===== src/rtl/regex_ctrl_pkg.sv =====
// Shared definitions for the regex stream controller: FSM encoding and default parameters.
package regex_ctrl_pkg;

   typedef enum logic [2:0] {
      IDLE   = 3'd0,
      KICK   = 3'd1,
      WAIT   = 3'd2,
      REPORT = 3'd3,
      DONE   = 3'd4,
      ERROR  = 3'd5
   } state_t;

   localparam int unsigned DEF_KICK_CYCLES = 2;
   localparam int unsigned DEF_TIMEOUT     = 1024;
   localparam int unsigned DEF_POS_W       = 32;

   // Wide enough for the largest legal kick length (15).
   localparam int unsigned KICK_CNT_W      = 4;

endpackage


===== src/rtl/regex_timeout_ctr.sv =====
// Counts cycles spent waiting on the engine; o_expire flags the final allowed cycle.
module regex_timeout_ctr
   import regex_ctrl_pkg::*;
#(
   parameter int unsigned TIMEOUT = DEF_TIMEOUT
) (
   input  logic clk,
   input  logic reset,
   input  logic i_clear,
   input  logic i_enable,
   output logic o_expire
);

   localparam int unsigned CW = $clog2(TIMEOUT + 1);

   logic [CW-1:0] r_count;

   // r_count holds the number of enabled cycles already elapsed since the clear.
   assign o_expire = i_enable && (r_count == CW'(TIMEOUT - 1));

   always_ff @(posedge clk or negedge reset) begin
      if (!reset) begin
         r_count <= '0;
      end else if (i_clear) begin
         r_count <= '0;
      end else if (i_enable && !o_expire) begin
         r_count <= r_count + CW'(1);
      end
   end

endmodule


===== src/rtl/regex_stream_controller.sv =====
// Per-character sequencer between a byte stream and an external compiled_regex engine:
// kicks the engine, waits for its verdict and forwards de-duplicated match positions.
module regex_stream_controller
   import regex_ctrl_pkg::*;
#(
   parameter int unsigned KICK_CYCLES = DEF_KICK_CYCLES,
   parameter int unsigned TIMEOUT     = DEF_TIMEOUT,
   parameter int unsigned POS_W       = DEF_POS_W
) (
   input  logic             clk,
   input  logic             reset,
   input  logic             s_valid,
   input  logic [7:0]       s_data,
   input  logic             s_last,
   output logic             s_ready,
   output logic             eng_reset,
   output logic [7:0]       eng_char,
   output logic             eng_last,
   input  logic             eng_rdy,
   input  logic             eng_match,
   input  logic [POS_W-1:0] eng_start_pos,
   input  logic [POS_W-1:0] eng_end_pos,
   output logic             m_valid,
   input  logic             m_ready,
   output logic [POS_W-1:0] m_start,
   output logic [POS_W-1:0] m_end,
   output logic             busy,
   output logic             done,
   output logic             timeout_err,
   output logic [POS_W-1:0] char_count
);

   state_t                r_state;
   state_t                w_next;
   logic [KICK_CNT_W-1:0] r_kick_cnt;
   logic                  r_rdy_arm;
   logic [7:0]            r_eng_char;
   logic                  r_eng_last;
   logic [POS_W-1:0]      r_char_count;
   logic [POS_W-1:0]      r_m_start;
   logic [POS_W-1:0]      r_m_end;
   logic [POS_W-1:0]      r_last_start;
   logic [POS_W-1:0]      r_last_end;
   logic                  r_last_vld;
   logic                  r_timeout_err;

   logic                  w_kick_end;
   logic                  w_rdy_take;
   logic                  w_new_pair;
   logic                  w_to_clear;
   logic                  w_to_en;
   logic                  w_expire;

   assign w_kick_end = (r_kick_cnt == KICK_CNT_W'(KICK_CYCLES - 1));
   // The engine result is trusted only from the second WAIT cycle onward.
   assign w_rdy_take = r_rdy_arm && eng_rdy;
   assign w_new_pair = eng_match &&
                       !(r_last_vld && (eng_start_pos == r_last_start) &&
                         (eng_end_pos == r_last_end));
   assign w_to_clear = (r_state != WAIT);
   assign w_to_en    = (r_state == WAIT);

   regex_timeout_ctr #(
      .TIMEOUT (TIMEOUT)
   ) u_timeout (
      .clk      (clk),
      .reset    (reset),
      .i_clear  (w_to_clear),
      .i_enable (w_to_en),
      .o_expire (w_expire)
   );

   always_ff @(posedge clk or negedge reset) begin
      if (!reset) begin
         r_state <= IDLE;
      end else begin
         r_state <= w_next;
      end
   end

   always_comb begin
      w_next = r_state;
      case (r_state)
         IDLE: begin
            if (s_valid) w_next = KICK;
         end
         KICK: begin
            if (w_kick_end) w_next = WAIT;
         end
         WAIT: begin
            if (w_rdy_take) begin
               if (w_new_pair)      w_next = REPORT;
               else if (r_eng_last) w_next = DONE;
               else                 w_next = IDLE;
            end else if (w_expire) begin
               w_next = ERROR;
            end
         end
         REPORT: begin
            if (m_ready) w_next = r_eng_last ? DONE : IDLE;
         end
         DONE:    w_next = DONE;
         ERROR:   w_next = ERROR;
         default: w_next = IDLE;
      endcase
   end

   always_comb begin
      s_ready   = 1'b0;
      eng_reset = 1'b0;
      m_valid   = 1'b0;
      busy      = 1'b0;
      done      = 1'b0;
      case (r_state)
         IDLE:   s_ready = 1'b1;
         KICK: begin
            eng_reset = 1'b1;
            busy      = 1'b1;
         end
         WAIT:   busy = 1'b1;
         REPORT: begin
            m_valid = 1'b1;
            busy    = 1'b1;
         end
         DONE:   done = 1'b1;
         default: ;
      endcase
   end

   always_ff @(posedge clk or negedge reset) begin
      if (!reset) begin
         r_kick_cnt    <= '0;
         r_rdy_arm     <= 1'b0;
         r_eng_char    <= '0;
         r_eng_last    <= 1'b0;
         r_char_count  <= '0;
         r_m_start     <= '0;
         r_m_end       <= '0;
         r_last_start  <= '0;
         r_last_end    <= '0;
         r_last_vld    <= 1'b0;
         r_timeout_err <= 1'b0;
      end else begin
         r_kick_cnt <= (r_state == KICK) ? r_kick_cnt + KICK_CNT_W'(1) : '0;
         r_rdy_arm  <= (r_state == WAIT);
         if (r_state == IDLE && s_valid) begin
            r_eng_char   <= s_data;
            r_eng_last   <= s_last;
            r_char_count <= r_char_count + POS_W'(1);
         end
         if (r_state == WAIT && w_next == REPORT) begin
            r_m_start <= eng_start_pos;
            r_m_end   <= eng_end_pos;
         end
         // Only a handshaken report becomes the reference for de-duplication.
         if (r_state == REPORT && m_ready) begin
            r_last_start <= r_m_start;
            r_last_end   <= r_m_end;
            r_last_vld   <= 1'b1;
         end
         if (r_state == WAIT && w_next == ERROR) begin
            r_timeout_err <= 1'b1;
         end
      end
   end

   assign eng_char    = r_eng_char;
   assign eng_last    = r_eng_last;
   assign m_start     = r_m_start;
   assign m_end       = r_m_end;
   assign timeout_err = r_timeout_err;
   assign char_count  = r_char_count;

endmodule


===== config.mk =====
export PLATFORM = sky130hd
export DESIGN_NAME = regex_stream_controller
export DESIGN_NICKNAME = d
export VERILOG_FILES = /design/src/rtl/regex_ctrl_pkg.sv /design/src/rtl/regex_timeout_ctr.sv /design/src/rtl/regex_stream_controller.sv
export SDC_FILE = /design/constraint.sdc
export NUM_CORES = 1
export LEC_CHECK = 0
export CAP_MARGIN = 30
export CELL_PAD_IN_SITES_DETAIL_PLACEMENT = 1
export CELL_PAD_IN_SITES_GLOBAL_PLACEMENT = 1
export CORE_MARGIN = 10
export CORE_UTILIZATION = 38
export CTS_BUF_LIST = sky130_fd_sc_hd__clkbuf_2 sky130_fd_sc_hd__clkbuf_4 sky130_fd_sc_hd__clkbuf_8
export DETAILED_ROUTE_END_ITERATION = 8
export PLACE_DENSITY = 0.76
export SLEW_MARGIN = 30
export SYNTH_ARGS = -nofsm -noshare
export SYNTH_HDL_FRONTEND = slang
export SYNTH_SLANG_ARGS = --single-unit

===== constraint.sdc =====
create_clock -name clk -period 2.3 [get_ports clk]
set_clock_uncertainty 0.15 [all_clocks]
set_input_delay 0.345 -clock clk [delete_from_list [all_inputs] [get_ports clk]]
set_output_delay 0.345 -clock clk [all_outputs]
set_load 0.03 [all_outputs]

* After elaboration in Yosys (flattened, before gate mapping)
Cells that the tools add are included.
Storage, ports and cells: register bits after elaboration 190, bits in latches 0, bits in writable memories 0, bits in read-only memories 0, word-level logic and storage cells 59, memories 0
Cells by class: add/subtract/negate cells 3, $mul 0, divide/modulo/power cells 0, order comparisons 0, equal/unequal tests 12, shift operators 0, multiplexer cells 16, bitwise operators 0, reductions and logical operators 15
Operators with widths (count):
- $eq A32 B32 Y1 | 2
- $add A32 B1 Y32 const B | 1
- $mux W11 | 2
- $mux W3 | 7
- $pmux W3 S6 | 1
- $add A11 B1 Y11 const B | 1
- $eq A11 B10 Y1 const B | 1
- $logic_and A1 B1 Y1 | 10
- $eq A3 B2 Y1 const B | 3
- $eq A3 B3 Y1 const B | 3
- $mux W1 | 5
- $add A4 B1 Y4 const B | 1
- $eq A4 B1 Y1 const B | 1
- $mux W4 | 1
- $eq A3 B1 Y1 const B | 1
- $logic_not A3 Y1 | 1
- $ne A3 B2 Y1 const B | 1
- $reduce_or A3 Y1 | 1
- $logic_not A1 Y1 | 2
- $reduce_bool A2 Y1 | 1

* Longest topological paths before layout
Gate-level depths: netlist of run 1.
depth after elaboration 10, mapped depth 8, gate-level depth less buffers 7

* Modules after synthesis
From an unflattened synthesis of run 1, not the netlist that was laid out.
Second synthesis, totals: cell total of the unflattened synthesis 639, area, all modules 8439.3 um^2
Modules (own cells, without submodules):
- regex_stream_controller | times used 1, cells an instance 566, area an instance 7701.1 um^2, sequential area each 4479.3 um^2
- regex_timeout_ctr | times used 1, cells an instance 73, area an instance 738.2 um^2, sequential area each 275.3 um^2

* Least setup slack after synthesis of run 1
OpenSTA, ideal clock, no wires.
path kind input -> register, from input eng_start_pos[1], to register r_m_end[0], in the netlist m_end[0], setup time 0.128 ns, arrival 2.005 ns, path slack 0.017 ns, stages on the path 8, cell sequence nor2b_1 > a2111o_1 > nor4_1 > nand4_1 > o2111ai_2 > buf_6 > buf_6 > mux2_1
Between the ends: word-level cells in the longest chain between the ends 10
Ends and longest elaborated chain:
- start, declared | RTL line regex_stream_controller.sv:21 | input logic [POS_W-1:0] eng_start_pos,
- $eq A32 B32 Y1 | RTL line regex_stream_controller.sv:58 | !(r_last_vld && (eng_start_pos == r_last_start) &&
- $logic_and A1 B1 Y1 (2 in a row) | RTL line regex_stream_controller.sv:58
- $logic_not A1 Y1 | RTL line regex_stream_controller.sv:58
- $logic_and A1 B1 Y1 | RTL line regex_stream_controller.sv:57 | assign w_new_pair = eng_match &&
- $mux W3 | RTL line regex_stream_controller.sv:92 | if (w_new_pair) w_next = REPORT;
- $mux W3 | RTL line regex_stream_controller.sv:91 | if (w_rdy_take) begin
- $pmux W3 S6 | RTL line regex_stream_controller.sv:83 | case (r_state)
- $eq A3 B2 Y1 | RTL line regex_stream_controller.sv:151 | if (r_state == WAIT && w_next == REPORT) begin
- $logic_and A1 B1 Y1 | RTL line regex_stream_controller.sv:151
- end signal, assigned | RTL line regex_stream_controller.sv:153 | r_m_end <= eng_end_pos;
- end, declared | RTL line regex_stream_controller.sv:41 | logic [POS_W-1:0] r_m_end;
Every way passes these cells. A chain may end at the register's enable or synchronous reset.

* Worst setup path after layout of run 1
from input eng_start_pos[1], to register r_m_start[12], in the netlist m_start[12]
Between the ends: word-level cells in the longest chain between the ends 10
Ends and longest elaborated chain:
- $eq A32 B32 Y1 | RTL line regex_stream_controller.sv:58
- $logic_and A1 B1 Y1 (2 in a row) | RTL line regex_stream_controller.sv:58
- $logic_not A1 Y1 | RTL line regex_stream_controller.sv:58
- $logic_and A1 B1 Y1 | RTL line regex_stream_controller.sv:57
- $mux W3 | RTL line regex_stream_controller.sv:92
- $mux W3 | RTL line regex_stream_controller.sv:91
- $pmux W3 S6 | RTL line regex_stream_controller.sv:83
- $eq A3 B2 Y1 | RTL line regex_stream_controller.sv:151
- $logic_and A1 B1 Y1 | RTL line regex_stream_controller.sv:151
- end signal, assigned | RTL line regex_stream_controller.sv:152 | r_m_start <= eng_start_pos;
- end, declared | RTL line regex_stream_controller.sv:40 | logic [POS_W-1:0] r_m_start;
Every way passes these cells.

==> qor.yml, run 1 <==
grt_pass1_vias: 6759
synth_xor_area_share_pct: 9.26
finalHoldViolations: 0
route.detailed.drc: 0
dpl.hpwl_mm: 18.4
coreArea_um2: 21700
synthMuxAreaShare_pct: 18.7
synth.distinct_cells: 44
netlist_instances: 632
fin_tns_setup_ns: -17.03
drt_first_pass_iters: 4
grt_pass1_wl_mm: 38.6
io_buffers: 189
failed_checks: "setup timing"
die_y_um: 168
layout_commonest_cell: "dfrtp_1"
rsz0062_at_grt: "yes"
diodes: 0
grt_overflow: 0
max_slew_margin_pct: 68.5
hold_ws_ns: 0.264
worst-endpoint-required_ns: 2.50
htree_levels: 4
cts_buffer_depth: 2
r2r_slack_ns: -0.29
gp_congestion: 0.805
vias: 5828
cts_sinks: 190
ios: 190
synthFlopType: "dfrtp_1"
arrival_ns: 2.80
num_rows: 54
drt-wirelength-per-cell_um: 21.2
clkTransAtPathRegs_ns: 0.11
via_per_inst: 5.03
finalMaxSlewViolations: 0
syn_nets: 715
cts_buffers: 17
finalCriticalPeriod_ns: 2.60
r2r_cells: 8
synth-simple-area-share_pct: 9.23
max_clock_freq_ghz: 0.384
synth_compound_area_share_pct: 2.62
drive_above_1_share_pct: 25.3
grt_usage_pct: 17.1
maxCapViolCount: 0
initial_utilization_pct: 38.4
setup_viol: 65
post-place-cells: 1119
path_class: "in -> reg"
place_area_um2: 10800
cts_root_buffer: "clkbuf_8"
ant_nets: 0
finalInstanceArea_um2: 11600
grt_antenna_before_repair: 0
syn_avg_cell_area_um2: 13.2
startpoint_type: "primary input"
synthToLayoutAreaGrowth_pct: 39.7
critPathMaxFanout: 19
drt-total-wl_mm: 24.6
synth_edf_count: 0
hp-class: "in -> async"
final_util_pct: 53.6
async_flop_share_pct: 100
p_per_area_nw_per_um2: 802
fin_crit_sh_pct: 113
fin_cells: 1159
ir_drop_v: 0.000751
final_cell_mix: "dfrtp_1 (188), clkdlybuf4s50_1 (183), mux2_2 (73)"
final_nets: 949
reg2reg_from: "r_last_start[18]"
synth_fa_ha_area_share_pct: 0.601
clock_latency_ns: 0.46
ys_ff_latch: 190
synth_top_family_by_area: "multiplexers"
die_w_um: 168
dieArea_um2: 28200
status: "complete, but fails checks"
yosys_warnings: 0
synth_area_um2: 8320
grt_max_degree: 56
cp-end-kind: "flop"
fin_ws_ns: -0.303
p_leak_uw: 0.00543
cts_tree: "built"
regToRegEndpoint: "m_start[12]"
tightest_slew_ns: 0.473
synth-seq-area-share_pct: 57.1
drt_iter0_markers: 254
-- synthesized netlist by cell type, drive strengths merged, types with 2 or more instances --
cell | count | area (um2)
xnor2 | 72 | 631
dfrtp | 190 | 4750
a21oi | 4 | 20.0
nand3 | 21 | 105
o2bb2ai | 2 | 17.5
o2111ai | 4 | 41.3
a2111oi | 2 | 17.5
inv | 22 | 82.6
buf | 13 | 103
nand2b | 11 | 68.8
nor4 | 5 | 37.5
mux2 | 137 | 1540
clkbuf | 5 | 18.8
and4 | 2 | 17.5
and3 | 7 | 43.8
o22ai | 3 | 18.8
xor2 | 16 | 140
o21ai | 5 | 25.0
ha | 4 | 50.1
nor2 | 31 | 116
and2 | 4 | 25.0
nor3 | 7 | 51.3
nor2b | 5 | 31.3
nand2 | 26 | 97.6
nand4 | 22 | 144
-- sequential cells by signal (all words and copies together), names as in the netlist, 3 cells and up --
| register | flops |
|---|---|
| r_last_end | 32 |
| m_start | 32 |
| r_state | 3 |
| m_end | 32 |
| char_count | 32 |
| r_kick_cnt | 4 |
| eng_char | 8 |
| u_timeout.r_count | 11 |
| r_last_start | 32 |
-- cell families (layout without fill, tap and decap cells) --
logic type / after synthesis / in the layout
AO/OA/AOI/OAI: 28 / 28
XOR/XNOR: 88 / 88
adder cells (fa/ha/maj): 4 / 4
buffers and inverters: 41 / 288
flip-flops: 190 / 190
multiplexers: 138 / 138
AND/OR/NAND/NOR: 143 / 143
-- metrics by stage --
stage | setup WS (ns) | total power [uW]
2_1_floorplan | 0.0170 | 5740
3_3_place_gp | -1.25 | 7040
3_5_place_dp | -1.32 | 7190
4_1_cts | -0.361 | 9400
5_1_grt | -0.434 | 9810
6_report | -0.303 | 9330
-- worst max-delay path by stage --
| stage | slack, ns | to | start |
|---|---|---|---|
| after global placement | -1.25 | m_start[24] | eng_start_pos[18] |
| final | -0.30 | m_start[12] | eng_start_pos[1] |
| after CTS | -0.36 | m_start[23] | r_last_start[18] |
| after global routing | -0.43 | m_start[12] | r_last_start[18] |
| after floorplan | 0.02 | m_end[0] | eng_start_pos[1] |
| after detailed placement | -1.32 | m_start[2] | eng_start_pos[18] |
-- critical path: stages --
cell             delay, ns
clkdlybuf4s50_1       0.46
nor2b_1               0.16
a2111o_1              0.40
nor4_2                0.16
nand4_1               0.16
buf_4                 0.19
o2111ai_4             0.23
buf_8                 0.18
buf_16                0.18
mux2_1                0.34
-- cell type report --
cell class	count	area, um2
multi-input cells	401	3640
well taps	280	350
clock buffers	19	262
clock inverters	13	125
flip-flops and latches	190	4760
fillers	2175	10100
inverters	23	86.3
repair buffers	233	2410
-- routing by layer --
metal,vias to the layer above,GRT usage (%),share of wire [%]
li1,2661,-,-
met1,3025,19.8,42
met2,122,31.0,53
met3,20,3.66,3.6
met4,0,4.39,1.1
met5,-,0,0
-- power by group --
group	internal, uW	total (uW)	switching, uW
Sequential	3800	4240	441
Clock	849	2140	1290
Combinational	1400	2950	1540
-- timing repair --
item	CTS	global route
resized for setup	60	36
endpoints found under the setup margin	72	73
setup buffers	4	1
gates cloned	2	1
pin swaps	5	2
hold buffers	1	0
hold endpoints to repair	50	0
No activity file was read; power rests on OpenSTA's default activity.
==> inputs of run 2 (changes only) <==
- CELL_PAD_IN_SITES_DETAIL_PLACEMENT: 1 -> 0
- CELL_PAD_IN_SITES_GLOBAL_PLACEMENT: 1 -> 2
- CORE_UTILIZATION: 38 -> 30
- CTS_BUF_LIST: sky130_fd_sc_hd__clkbuf_2 sky130_fd_sc_hd__clkbuf_4 sky130_fd_sc_hd__clkbuf_8 -> sky130_fd_sc_hd__clkbuf_16
- CTS_CLUSTER_DIAMETER: unset -> 100
- PLACE_DENSITY: 0.76 -> 0.72
==> qor.yml, run 2 (same netlist as run 1, synthesis figures left out) <==
coreArea_um2: 27100  # was 21,700 um2
finalInstanceArea_um2: 12100  # was 11,600 um2
worst-endpoint-required_ns: 2.46  # was 2.50 ns
tightest_slew_ns: 0.490  # was 0.473 ns
finalHoldViolations: 0  # unchanged
cts_sinks: 190  # unchanged
route.detailed.drc: 0  # unchanged
fin_cells: 1260  # was 1,159
synthToLayoutAreaGrowth_pct: 45.3  # was 39.7%
final_nets: 957  # was 949
grt_pass1_vias: 6139  # was 6,759
dieArea_um2: 34800  # was 28,200 um2
layout_commonest_cell: "dfrtp_1"  # unchanged
p_leak_uw: 0.00561  # was 0.00543 uW
via_per_inst: 4.49  # was 5.03
arrival_ns: 2.70  # was 2.80 ns
p_per_area_nw_per_um2: 854  # was 802 nW/um2
vias: 5658  # was 5,828
drt_iter0_markers: 171  # was 254
max_clock_freq_ghz: 0.393  # was 0.384 GHz
power_uw: 10300  # was 9330 uW
grt_pass1_wl_mm: 37.0  # was 38.6 mm
final_cell_mix: "dfrtp_1 (189), clkdlybuf4s50_1 (179), mux2_2 (76)"  # was dfrtp_1 (188), clkdlybuf4s50_1 (183), mux2_2 (73)
hp-class: "in -> reg"  # was in -> async
cts_tree: "built"  # unchanged
grt_overflow: 0  # unchanged
slowest_stage: "clkdlybuf4s50_1"  # unchanged
setup_viol: 64  # was 65
post-place-cells: 1216  # was 1,119
place_area_um2: 11000  # was 10,800 um2
path_cells: "clkdlybuf4s50_1, xnor2_2, nand4_1, nor4_4, nand3_2, o2111ai_4, buf_6, buf_12, mux2_2"  # was clkdlybuf4s50_1, nor2b_1, a2111o_1, nor4_2, nand4_1, buf_4, o2111ai_4, buf_8, buf_16, mux2_1
finalMaxSlewViolations: 0  # unchanged
grt_max_degree: 53  # was 56
grt_antenna_before_repair: 0  # unchanged
status: "complete, but fails checks"  # unchanged
hold_ws_ns: 0.149  # was 0.264 ns
cts_root_buffer: "clkbuf_16"  # was clkbuf_8
grt_usage_pct: 13.3  # was 17.1%
n_fill_cell: 2518  # was 2,175
initial_utilization_pct: 30.7  # was 38.4%
drive_above_1_share_pct: 25.7  # was 25.3%
cts_buffer_depth: 2  # unchanged
num_rows: 60  # was 54
drt-wirelength-per-cell_um: 18.6  # was 21.2 um
fin_tns_setup_ns: -13.74  # was -17.03 ns
ir_drop_v: 0.000588  # was 0.000751 V
clock_latency_ns: 0.43  # was 0.46 ns
startpoint_type: "primary input"  # unchanged
finalCriticalPeriod_ns: 2.55  # was 2.60 ns
fin_ws_ns: -0.246  # was -0.303 ns
maxCapViolCount: 0  # unchanged
die_y_um: 187  # was 168 um
drt_first_pass_iters: 4  # unchanged
ios: 190  # unchanged
cts_buffers: 17  # unchanged
max_slew_margin_pct: 67.1  # was 68.5%
drt-total-wl_mm: 23.4  # was 24.6 mm
critPathMaxFanout: 9  # was 19
cp-end-kind: "flop"  # unchanged
ant_nets: 0  # unchanged
gp_congestion: 0.750  # was 0.805
htree_levels: 4  # unchanged
clkTransAtPathRegs_ns: 0.07  # was 0.11 ns
failed_checks: "setup timing"  # unchanged
r2r_slack_ns: -0.23  # was -0.29 ns
fin_crit_sh_pct: 111  # was 113%
path_class: "in -> reg"  # unchanged
dpl.hpwl_mm: 16.8  # was 18.4 mm
slowest_delay_ns: 0.53  # was 0.46 ns
io_buffers: 189  # unchanged
rsz0062_at_grt: "yes"  # unchanged
die_w_um: 187  # was 168 um
[run 2: cell types whose count changed in the layout (fill, tap and decap cells not counted), sizes merged]
cell           previous run  this run
diode                     0         1
dlygate4sd2               1         5
clkinv                    7         5
bufinv                    0         3
inv                      27        29
clkdlybuf4s50           183       179
dlymetal6s2s              0         1
clkinvlp                  2         1
buf                      43        48
[run 2: through the flow]
stage | util (%) | worst slack, ns
after floorplan | - | 0.0170
after global placement | 40.5 | -1.04
after detailed placement | 40.5 | -1.00
after CTS | 43.8 | -0.274
after global routing | 44.6 | -0.420
final | 44.6 | -0.246
[run 2: final cells by class]
type | count | area [um2] | share of cell area (%)
diodes | 1 | 2.50 | 0.0207
clock buffers | 17 | 425 | 3.52
clock inverters | 15 | 221 | 1.83
inverters | 23 | 86.3 | 0.714
multi-input cells | 401 | 3650 | 30.2
flip-flops and latches | 190 | 4760 | 39.3
well taps | 372 | 465 | 3.85
repair buffers | 241 | 2490 | 20.6
[run 2: path summary, 6_finish.rpt]
check | start | to | depth (start not counted)
setup reg to reg | r_last_start[21] | m_end[31] | 9
hold / removal | eng_start_pos[18] | m_start[18] | 2
setup / recovery | eng_end_pos[3] | m_end[31] | 9
hold reg to reg | char_count[31] | char_count[31] | 1
max in group asynchronous | reset | r_last_end[28] | 3
min in group asynchronous | reset | r_last_start[16] | 2
[run 2: power breakdown]
| group | internal [uW] | total, uW | switching [uW] |
|---|---|---|---|
| registers | 3800 | 4190 | 393 |
| logic | 1400 | 2900 | 1500 |
| clock network | 1780 | 3220 | 1440 |
| total | 6980 | 10300 | 3340 |
[run 2: critical path: cells and delay by family]
family          cells  cell delay [ns]
simple gates        3             0.74
compound gates      1             0.28
buf+inv             3             0.87
mux                 1             0.33
xor+xnor            1             0.13
[run 2: what timing repair did]
action,CTS,global route
resized for setup,48,32
hold buffers,1,0
pin swaps,5,9
setup buffers,3,2
cloned,2,4
endpoints found under the hold margin,47,0
endpoints found under the setup margin,71,74
[run 2: layer usage]
layer | track usage [%] | vias up | wire length [um]
li1 | - | 2688 | -
met1 | 16.9 | 2851 | 10800
met2 | 22.5 | 106 | 11700
met3 | 2.50 | 13 | 696
met4 | 3.72 | 0 | 270
met5 | 0 | - | 0
==> inputs of run 3 (changes only) <==
- GPL_TIMING_DRIVEN: unset -> 0
- MAX_ROUTING_LAYER: unset -> met4
- SKIP_CTS_REPAIR_TIMING: unset -> 1
==> qor.yml, run 3 (same netlist as run 1, synthesis figures left out) <==
drive_above_1_share_pct: 23.5  # was 25.7%
gp_congestion: 0.758  # was 0.750
crit_buf_inv: 3  # unchanged
via_per_inst: 4.56  # was 4.49
grt_pass1_wl_mm: 38.1  # was 37.0 mm
die_w_um: 187  # unchanged
ant_nets: 0  # unchanged
finalCriticalPeriod_ns: 2.58  # was 2.55 ns
drt-total-wl_mm: 24.3  # was 23.4 mm
startpoint_type: "flop"  # was primary input
grt_antenna_before_repair: 0  # unchanged
fin_tns_setup_ns: -15.89  # was -13.74 ns
hp-class: "in -> reg"  # unchanged
fin_crit_sh_pct: 112  # was 111%
htree_levels: 4  # unchanged
critPathMaxFanout: 10  # was 9
status: "complete, but fails checks"  # unchanged
power_uw: 10100  # was 10,300 uW
final_cell_mix: "dfrtp_1 (189), clkdlybuf4s50_1 (180), mux2_2 (83)"  # was dfrtp_1 (189), clkdlybuf4s50_1 (179), mux2_2 (76)
maxCapViolCount: 0  # unchanged
cts_buffer_depth: 2  # unchanged
dpl.hpwl_mm: 17.5  # was 16.8 mm
final_util_pct: 43.8  # was 44.6%
failed_checks: "setup timing"  # unchanged
cts_root_buffer: "clkbuf_16"  # unchanged
finalHoldViolations: 0  # unchanged
initial_utilization_pct: 30.7  # unchanged
grt_overflow: 0  # unchanged
drt_iter0_markers: 219  # was 171
cp-end-kind: "flop"  # unchanged
vias: 5677  # was 5,658
fin_ws_ns: -0.285  # was -0.246 ns
worst-endpoint-required_ns: 2.47  # was 2.46 ns
max_slew_margin_pct: 64.7  # was 67.1%
hold_ws_ns: 0.105  # was 0.149 ns
final_nets: 944  # was 957
finalMaxSlewViolations: 0  # unchanged
grt_pass1_vias: 6052  # was 6,139
io_buffers: 189  # unchanged
dieArea_um2: 34800  # unchanged
clkTransAtPathRegs_ns: 0.08  # was 0.07 ns
die_y_um: 187  # unchanged
rsz0062_at_grt: "yes"  # unchanged
arrival_ns: 2.75  # was 2.70 ns
post-place-cells: 1195  # was 1,216
num_rows: 60  # unchanged
ios: 190  # unchanged
grt_usage_pct: 14.3  # was 13.3%
diodes: 0  # was 1
crit_family: "compound AO/OA/AOI/OAI gates"  # was buffers and inverters
coreArea_um2: 27100  # unchanged
drt-wirelength-per-cell_um: 19.5  # was 18.6 um
grt_max_degree: 70  # was 53
max_clock_freq_ghz: 0.387  # was 0.393 GHz
path_class: "reg -> reg"  # was in -> reg
p_per_area_nw_per_um2: 854  # about the same
cts_tree: "built"  # unchanged
path_cells: "nor2b_1, a2111o_1, nor4_2, nand4_1, buf_4, o2111ai_4, buf_8, buf_12, mux2_1"  # was clkdlybuf4s50_1, xnor2_2, nand4_1, nor4_4, nand3_2, o2111ai_4, buf_6, buf_12, mux2_2
p_leak_uw: 0.00550  # was 0.00561 uW
route.detailed.drc: 0  # unchanged
synthToLayoutAreaGrowth_pct: 42.6  # was 45.3%
slowest_stage: "dfrtp_1"  # was clkdlybuf4s50_1
tightest_slew_ns: 0.525  # was 0.490 ns
fin_cells: 1246  # was 1,260
cts_sinks: 190  # unchanged
ir_drop_v: 0.000537  # was 0.000588 V
slowest_delay_ns: 0.39  # was 0.53 ns
cts_buffers: 17  # unchanged
layout_commonest_cell: "dfrtp_1"  # unchanged
drt_first_pass_iters: 4  # unchanged
clock_latency_ns: 0.44  # was 0.43 ns
setup_viol: 65  # was 64
-- run 3: cell types whose count changed in the layout (fill, tap and decap cells not counted), moves of 5 or more --
cell and change:
mux2_4 -10, xnor2_1 +6, buf_4 -21, xnor2_2 -6, mux2_2 +7, dlymetal6s2s_1 +6, dlygate4sd2_1 -5
-- run 3: worst reg2reg max path, delay by kind of cell, from the launching register on --
| family | cells | cell delay [ns] |
|---|---|---|
| AO/OA/AOI/OAI | 2 | 0.60 |
| flip-flops | 1 | 0.39 |
| buffers and inverters | 3 | 0.55 |
| multiplexers | 1 | 0.33 |
| AND/OR/NAND/NOR | 3 | 0.47 |
-- run 3: area by class of cell --
cell class,instances,area (um2)
plain buffers,17,191
clock buffers,17,425
clock inverters,15,185
fillers,2557,15200
inverters,23,90.1
multi-input cells,401,3570
flip-flops and latches,190,4760
well taps,372,465
repair buffers,211,2180
-- run 3: through the flow --
| stage | worst slack (ns) | area, um2 |
|---|---|---|
| 2_1_floorplan | 0.0170 | 8320 |
| 3_3_place_gp | -7.90 | 10700 |
| 3_5_place_dp | -1.11 | 10700 |
| 4_1_cts | -0.672 | 11300 |
| 5_1_grt | -0.422 | 11900 |
| 6_report | -0.285 | 11900 |
-- run 3: path summary, 6_finish.rpt --
| check | startpoint | end | slack (ns) | depth (start not counted) |
|---|---|---|---|---|
| setup / recovery | r_last_end[2] | m_start[7] | -0.28 | 9 |
| hold / removal | eng_start_pos[17] | m_start[17] | 0.10 | 2 |
| setup reg to reg | r_last_end[2] | m_start[7] | -0.28 | 9 |
| hold reg to reg | r_last_vld | r_last_vld | 0.33 | 1 |
| max in group asynchronous | reset | r_last_start[26] | 0.61 | 4 |
| min in group asynchronous | reset | m_start[10] | 0.28 | 2 |
-- run 3: report_power, final --
part	internal, uW	switching (uW)
registers	3800	374
clock network	1490	1560
logic	1370	1540
-- run 3: layer usage --
layer  vias to the layer above  part of all wire [%]  wire length, um  GRT usage [%]
met4                         0                  0.90              218           3.72
met5                         -                     0                0              -
li1                       2665                     -                -              -
met3                        14                   2.7              652           2.33
met1                      2887                    48            11600           18.7
met2                       111                    49            11800           22.6
